`src/rtl/rom_streamer.sv`:
```
// rom_streamer: issues the ROM read addresses for a requested burst and returns
// the fetched words on a valid/ready stream through a 2-entry FIFO buffer.
// Ports: clk/rst (sync, active-high); start/base_addr/length request a burst;
//        addr_rd/rd_en/rom_data go to the synchronous-read ROM;
//        out_valid/out_ready/out_data form the output stream;
//        busy is high while a burst runs, and done pulses once when it ends.
// Latency: first word is valid 2 cycles after the start edge. Throughput is 1 word/cycle.
// Backpressure: fetching stalls when buffered plus in-flight words would exceed 2 entries.
module rom_streamer #(
  parameter int WIDTH     = 8,
  parameter int DEPTH     = 16,
  parameter int DEPTH_LOG = $clog2(DEPTH)
) (
  input  logic                 clk,
  input  logic                 rst,
  input  logic                 start,
  input  logic [DEPTH_LOG-1:0] base_addr,
  input  logic [DEPTH_LOG:0]   length,
  output logic [DEPTH_LOG-1:0] addr_rd,
  output logic                 rd_en,
  input  logic [WIDTH-1:0]     rom_data,
  output logic                 out_valid,
  input  logic                 out_ready,
  output logic [WIDTH-1:0]     out_data,
  output logic                 busy,
  output logic                 done
);

  typedef enum logic [1:0] {IDLE, RUN, FINISH} state_e;

  localparam logic [DEPTH_LOG-1:0] LAST_ADDR = DEPTH_LOG'(DEPTH - 1);
  localparam logic [DEPTH_LOG:0]   CNT_ONE   = (DEPTH_LOG+1)'(1);

  state_e               state_q, state_d;
  logic [DEPTH_LOG-1:0] addr_q, addr_d;
  logic [DEPTH_LOG:0]   issue_q, issue_d;
  logic [DEPTH_LOG:0]   deliver_q, deliver_d;
  logic                 inflight_q;
  logic [1:0]           occ_q, occ_d;
  logic [WIDTH-1:0]     buf0_q, buf0_d;   // head entry
  logic [WIDTH-1:0]     buf1_q, buf1_d;
  logic                 pop, push, fetch;
  logic [2:0]           committed;

  assign pop  = (occ_q != 2'd0) && out_ready;
  // A word fetched last cycle is on rom_data now and is captured this edge.
  assign push = inflight_q;

  // Slots still claimed after this edge, ignoring any new fetch. A fetch is
  // allowed only if that leaves room, so occupancy can never reach 3.
  assign committed = {1'b0, occ_q} + {2'b00, inflight_q} - {2'b00, pop};
  assign fetch     = (state_q == RUN) && (issue_q != '0) && (committed < 3'd2);

  always_comb begin
    state_d   = state_q;
    addr_d    = addr_q;
    issue_d   = issue_q;
    deliver_d = deliver_q;
    unique case (state_q)
      IDLE: begin
        if (start) begin
          addr_d    = base_addr;
          issue_d   = length;
          deliver_d = length;
          state_d   = (length == '0) ? FINISH : RUN;
        end
      end
      RUN: begin
        if (fetch) begin
          // Explicit wrap so non-power-of-two depths stay in range.
          addr_d  = (addr_q == LAST_ADDR) ? '0 : addr_q + 1'b1;
          issue_d = issue_q - 1'b1;
        end
        if (pop) begin
          deliver_d = deliver_q - 1'b1;
          if (deliver_q == CNT_ONE) state_d = FINISH;
        end
      end
      FINISH: state_d = IDLE;
      default: state_d = IDLE;
    endcase
  end

  // Two-entry FIFO: buf0 is always the head, and buf1 is valid only when occ=2.
  always_comb begin
    occ_d  = occ_q;
    buf0_d = buf0_q;
    buf1_d = buf1_q;
    if (push && !pop) begin
      if (occ_q == 2'd0) buf0_d = rom_data;
      else               buf1_d = rom_data;
      occ_d = occ_q + 2'd1;
    end else if (!push && pop) begin
      buf0_d = buf1_q;
      occ_d  = occ_q - 2'd1;
    end else if (push && pop) begin
      if (occ_q == 2'd1) begin
        buf0_d = rom_data;
      end else begin
        buf0_d = buf1_q;
        buf1_d = rom_data;
      end
    end
  end

  always_ff @(posedge clk) begin
    if (rst) begin
      state_q    <= IDLE;
      addr_q     <= '0;
      issue_q    <= '0;
      deliver_q  <= '0;
      inflight_q <= 1'b0;
      occ_q      <= 2'd0;
      buf0_q     <= '0;
      buf1_q     <= '0;
    end else begin
      state_q    <= state_d;
      addr_q     <= addr_d;
      issue_q    <= issue_d;
      deliver_q  <= deliver_d;
      inflight_q <= fetch;
      occ_q      <= occ_d;
      buf0_q     <= buf0_d;
      buf1_q     <= buf1_d;
    end
  end

  assign addr_rd   = addr_q;
  assign rd_en     = fetch;
  assign out_valid = (occ_q != 2'd0);
  assign out_data  = buf0_q;
  assign busy      = (state_q == RUN);
  assign done      = (state_q == FINISH);

endmodule

```
`config.mk`:
```
export PLATFORM = sky130hd
export DESIGN_NAME = rom_streamer
export DESIGN_NICKNAME = d
export VERILOG_FILES = /design/src/rtl/rom_streamer.sv
export SDC_FILE = /design/constraint.sdc
export NUM_CORES = 1
export LEC_CHECK = 0
export ABC_CLOCK_PERIOD_IN_PS = 7500
export BUFFER_PORTS_ARGS = -buffer_cell sky130_fd_sc_hd__buf_4
export CAP_MARGIN = 5
export CORE_MARGIN = 10
export CORE_UTILIZATION = 40
export DETAILED_ROUTE_END_ITERATION = 7
export PLACE_DENSITY = 0.7
export SETUP_SLACK_MARGIN = 0.05
export SLEW_MARGIN = 20
export SYNTH_ARGS = -nofsm -noshare
export SYNTH_HDL_FRONTEND = slang
export SYNTH_SLANG_ARGS = --single-unit
export TNS_END_PERCENT = 50
```
`constraint.sdc`:
```
create_clock -name clk -period 7.5 [get_ports clk]
set_clock_uncertainty 0.2 [all_clocks]
set_input_delay 1.5 -clock clk [delete_from_list [all_inputs] [get_ports clk]]
set_output_delay 1.5 -clock clk [all_outputs]
set_load 0.1 [all_outputs]
```
## Yosys cells after proc, flatten, opt, wreduce, memory -nomap -nowiden

Index checks and enable logic that the tools add are counted.
W data, S select, Z words.

| word-level totals | value |
|---|---|
| bits in registers | 35 |
| input port bits | 21 |
| output and inout bits | 16 |
| logic and storage cells | 77 |

| operators by class | value |
|---|---|
| $add $sub $neg | 7 |
| magnitude comparators | 1 |
| equality and inequality tests | 13 |
| muxes and demuxes | 26 |
| reductions and logical operators | 22 |

Operator list:

| cell | count |
|---|---|
| $mux W8 | 10 |
| $pmux W5 S2 | 2 |
| $mux W5 | 3 |
| $mux W2 | 6 |
| $mux W4 | 3 |
| $ne A2 B2 Y1 const B | 5 |
| $sub A5 B1 Y5 const B | 2 |
| $reduce_and A3 Y1 | 3 |
| $pmux W4 S2 | 1 |
| $reduce_bool A2 Y1 | 4 |
| $logic_and A1 B1 Y1 | 6 |
| $ne A2 B1 Y1 const B | 3 |
| $eq A5 B1 Y1 const B | 1 |
| $logic_not A5 Y1 | 1 |
| $reduce_bool A5 Y1 | 1 |
| $add A4 B1 Y4 const B | 1 |
| $eq A2 B1 Y1 const B | 2 |
| $eq A4 B4 Y1 const B | 1 |
| $logic_not A2 Y1 | 2 |
| $pmux W2 S2 | 1 |
| $reduce_and A4 Y1 | 1 |
| $add A2 B1 Y3 | 1 |
| $lt A3 B2 Y1 const B | 1 |
| $reduce_bool A3 Y1 | 1 |
| other kinds (6) | 7 |

## Longest topological paths before layout

| depth | value |
|---|---|
| depth after elaboration | 7 |
| gate-level depth with buffers | 13 |
| gate-level depth less buffers | 11 |

## Least setup slack after synthesis

No wires, ideal clock.

| timing | value |
|---|---|
| path type | in2out |
| from | input out_ready |
| to | output rd_en |
| data arrival time | 3.220 ns |
| data required time | 5.800 ns |
| setup slack | 2.580 ns |
| cell stages on the path | 9 |
| buffers on the path | 2 |
| path through | nand2b_1 buf_4 xnor2_1 and2_1 inv_1 fa_1 xnor2_1 and3_1 buf_6 |

| between the ends | value |
|---|---|
| word-level cells in the longest chain between the ends | 4 |

RTL lines:

| what | line | text |
|---|---|---|
| start, declared | 23 | `input logic out_ready,` |
| $logic_and A1 B1 Y1 | 45 | `assign pop = (occ_q != 2'd0) && out_ready;` |
| $sub A3 B1 Y3 | 51 | `assign committed = {1'b0, occ_q} + {2'b00, inflight_q} - {2'b00, pop};` |
| $lt A3 B2 Y1 | 52 | `assign fetch = (state_q == RUN) && (issue_q != '0) && (committed < 3'd2);` |
| $logic_and A1 B1 Y1 | 52 |  |
| end, declared | 20 | `output logic rd_en,` |

Every way passes these cells.

## Worst setup path in the final report

Ends and elaborated chain as after synthesis.

==> flow_summary.json <==
{
  "status": "finished clean",
  "yosys_warnings": 0,
  "hpwl_um": 3317,
  "drive_gt1_frac": 0.2000,
  "cts_tree": "built",
  "yosysTopAreaCellShare": 0.3704,
  "drv_cap": 0,
  "slew_violations": 0,
  "numPortBuffers": 36,
  "pin_count": 37,
  "gp_congestion": 0.8255,
  "worstMarginPinSlew_ns": 1.032,
  "holdBufCountCts": 0,
  "coreArea_um2": 4474,
  "p_leak_nw": 0.8759,
  "vias": 1596,
  "synth_seq_cells": 35,
  "cp_max_fo": 8,
  "antenna_found_initial": 0,
  "ant_nets": 0,
  "clock_path_buffers": 2,
  "via_per_inst": 5.285,
  "slew_headroom": 0.3076,
  "antenna_cells": 0,
  "power.density_nw_per_um2": 414.7,
  "cts_resized": 0,
  "htree_levels": 2,
  "min_period_ns": 5.490,
  "final_nets": 278,
  "clkLatencyLatePin_ns": 0.29,
  "grt_usage": 0.1178,
  "rsz0062_at_grt": "false",
  "cp-end-kind": "primary output",
  "final.setup.tns_ns": 0,
  "finalPower_uw": 931.3,
  "combPwrFrac": 0.573,
  "dieWidth_um": 88.77,
  "synth_most_common_cell": "dfxtp_1",
  "syn_nets": 246,
  "cts-root-buf": "clkbuf_8",
  "drtIter0Drc": 50,
  "p_int_uw": 442.5,
  "p_sw_uw": 488.9,
  "dieArea_um2": 7880,
  "ys_seq_area_frac": 0.3704,
  "area_growth_pct": 18.72,
  "final_hold_viol_count": 0,
  "synth-async-reset-ratio": 0,
  "critPathKind": "in -> out",
  "finalSetupViolations": 0,
  "synth_edf_count": 0,
  "grt-ovfl-total": 0,
  "avgSynthCellArea_um2": 8.718,
  "holdCritPathClass": "reg -> reg",
  "start_kind": "primary input",
  "cts.clk_slew.worst_paths_ns": 0.07,
  "start_util": 0.4228,
  "p_clk_frac": 0.144,
  "rows": 24,
  "synth_cell_types": 48,
  "swShare": 0.5249,
  "peakVddDrop_mv": 0.2863,
  "synth_top_flop_cell": "dfxtp_1",
  "cts.sinks": 35,
  "grt_pass1_vias": 1616,
  "syn_inst": 217,
  "synth_area_leaders": "dfxtp_1, mux2i_1, nor2_1",
  "crit_required_ns": 5.80,
  "wl_um": 4399,
  "cts_setup_buffers": 0,
  "grt_max_degree": 37,
  "cts_buffers": 5,
  "crit_arrival_ns": 3.79,
  "fin_crit_sh": 0.7320,
  "ys_top_cells_by_count": "dfxtp_1, nor2_1, nand2_1, mux2i_1, a21oi_1",
  "fp.dieH_um": 88.77,
  "seqPwrFrac": 0.283,
  "fmax_ghz": 0.1822,
  "synth.largest_area_cell": "dfxtp_1",
  "grt_pass1_wl_um": 7376,
  "drc": 0,
  "wl_per_cell_um": 14.57,
  "drt_pass1_iterations": 4,
  "synthesis.area_um2": 1892
}
-- kinds of logic after synthesis --
logic type               synth area share
flip-flops                         0.3704
XOR/XNOR                          0.01389
AO/OA/AOI/OAI                      0.1911
buffers and inverters             0.05688
AND/OR/NAND/NOR                    0.2202
adder cells (fa/ha/maj)           0.06283
multiplexers                      0.08465
-- per-stage QoR --
step                      hold slack (ns)    util  setup WS [ns]  std cells  instance area, um^2
after floorplan                    0.2406       -          2.580        217                 1892
after global placement             0.2564  0.4829          2.161        294                 2161
after detailed placement           0.2594  0.4829          2.035        294                 2161
after CTS                          0.2697  0.5020          2.010        302                 2246
after global routing               0.2883  0.5020          1.868        302                 2246
final                              0.2676  0.5020          2.010        302                 2246
-- layer usage --
metal	vias to the layer above	GRT usage	routed length (um)
met5	-	0	0
met4	0	0.04993	64
met3	5	0.04596	323
met2	34	0.1862	1910
met1	729	0.1389	2101
li1	828	-	-
-- power by group through the flow --
stage | sequential [mW] | combinational [mW] | clock, mW
after floorplan | 0.440 | 0.269 | 0
after global placement | 0.268 | 0.529 | 0
after detailed placement | 0.267 | 0.535 | 0
after CTS | 0.264 | 0.538 | 0.138
after global routing | 0.269 | 0.571 | 0.147
final | 0.264 | 0.533 | 0.134
-- sequential cells by signal (all words and copies together), names as in the netlist --
name	cells
deliver_q	5
buf1_q	8
out_data	8
occ_q	2
inflight_q	1
issue_q	5
state_q	2
addr_rd	4
-- worst paths after layout --
kind	from	endpoint	slack [ns]	depth (start not counted)
setup reg to reg	occ_q[1]	addr_rd[2]	4.22	11
setup / recovery	out_ready	rd_en	2.01	9
hold / removal	deliver_q[1]	deliver_q[1]	0.27	2
hold reg to reg	deliver_q[1]	deliver_q[1]	0.27	2
-- critical path, cell delays in order --
cell	delay (ns)
buf_4	0.13
nand2b_1	0.25
xnor2_1	0.18
and2_1	0.18
inv_1	0.06
fa_1	0.37
xnor2_1	0.42
and3_1	0.36
buf_4	0.33
-- final cells by class --
type,count,area (um^2)
Tap cell,52,65.06
Clock inverter,2,12.51
Timing Repair Buffer,36,270.3
Clock buffer,6,72.57
Multi-Input combinational cell,160,1084
Sequential cell,35,700.7
Fill cell,433,2228
Inverter,11,41.29
-- cell usage in the layout, fill, tap and decap left out, types with 2 or more instances in the layout --
cell / instances
nor2b_1: 2
clkbuf_8: 5
mux2i_1: 16
a211oi_1: 10
nor2_1: 28
dfxtp_1: 35
nor3_1: 5
nand3b_1: 3
xnor2_1: 3
ha_1: 7
nor4_1: 2
o31ai_1: 2
or3_1: 5
a21o_1: 3
nand2b_1: 3
buf_4: 36
nand3_1: 3
inv_1: 11
a311oi_1: 2
o21ai_0: 7
a21oi_1: 12
a32o_1: 3
nand2_1: 17
and2_1: 5
o211ai_1: 3
(Power assumes the default switching activity.)
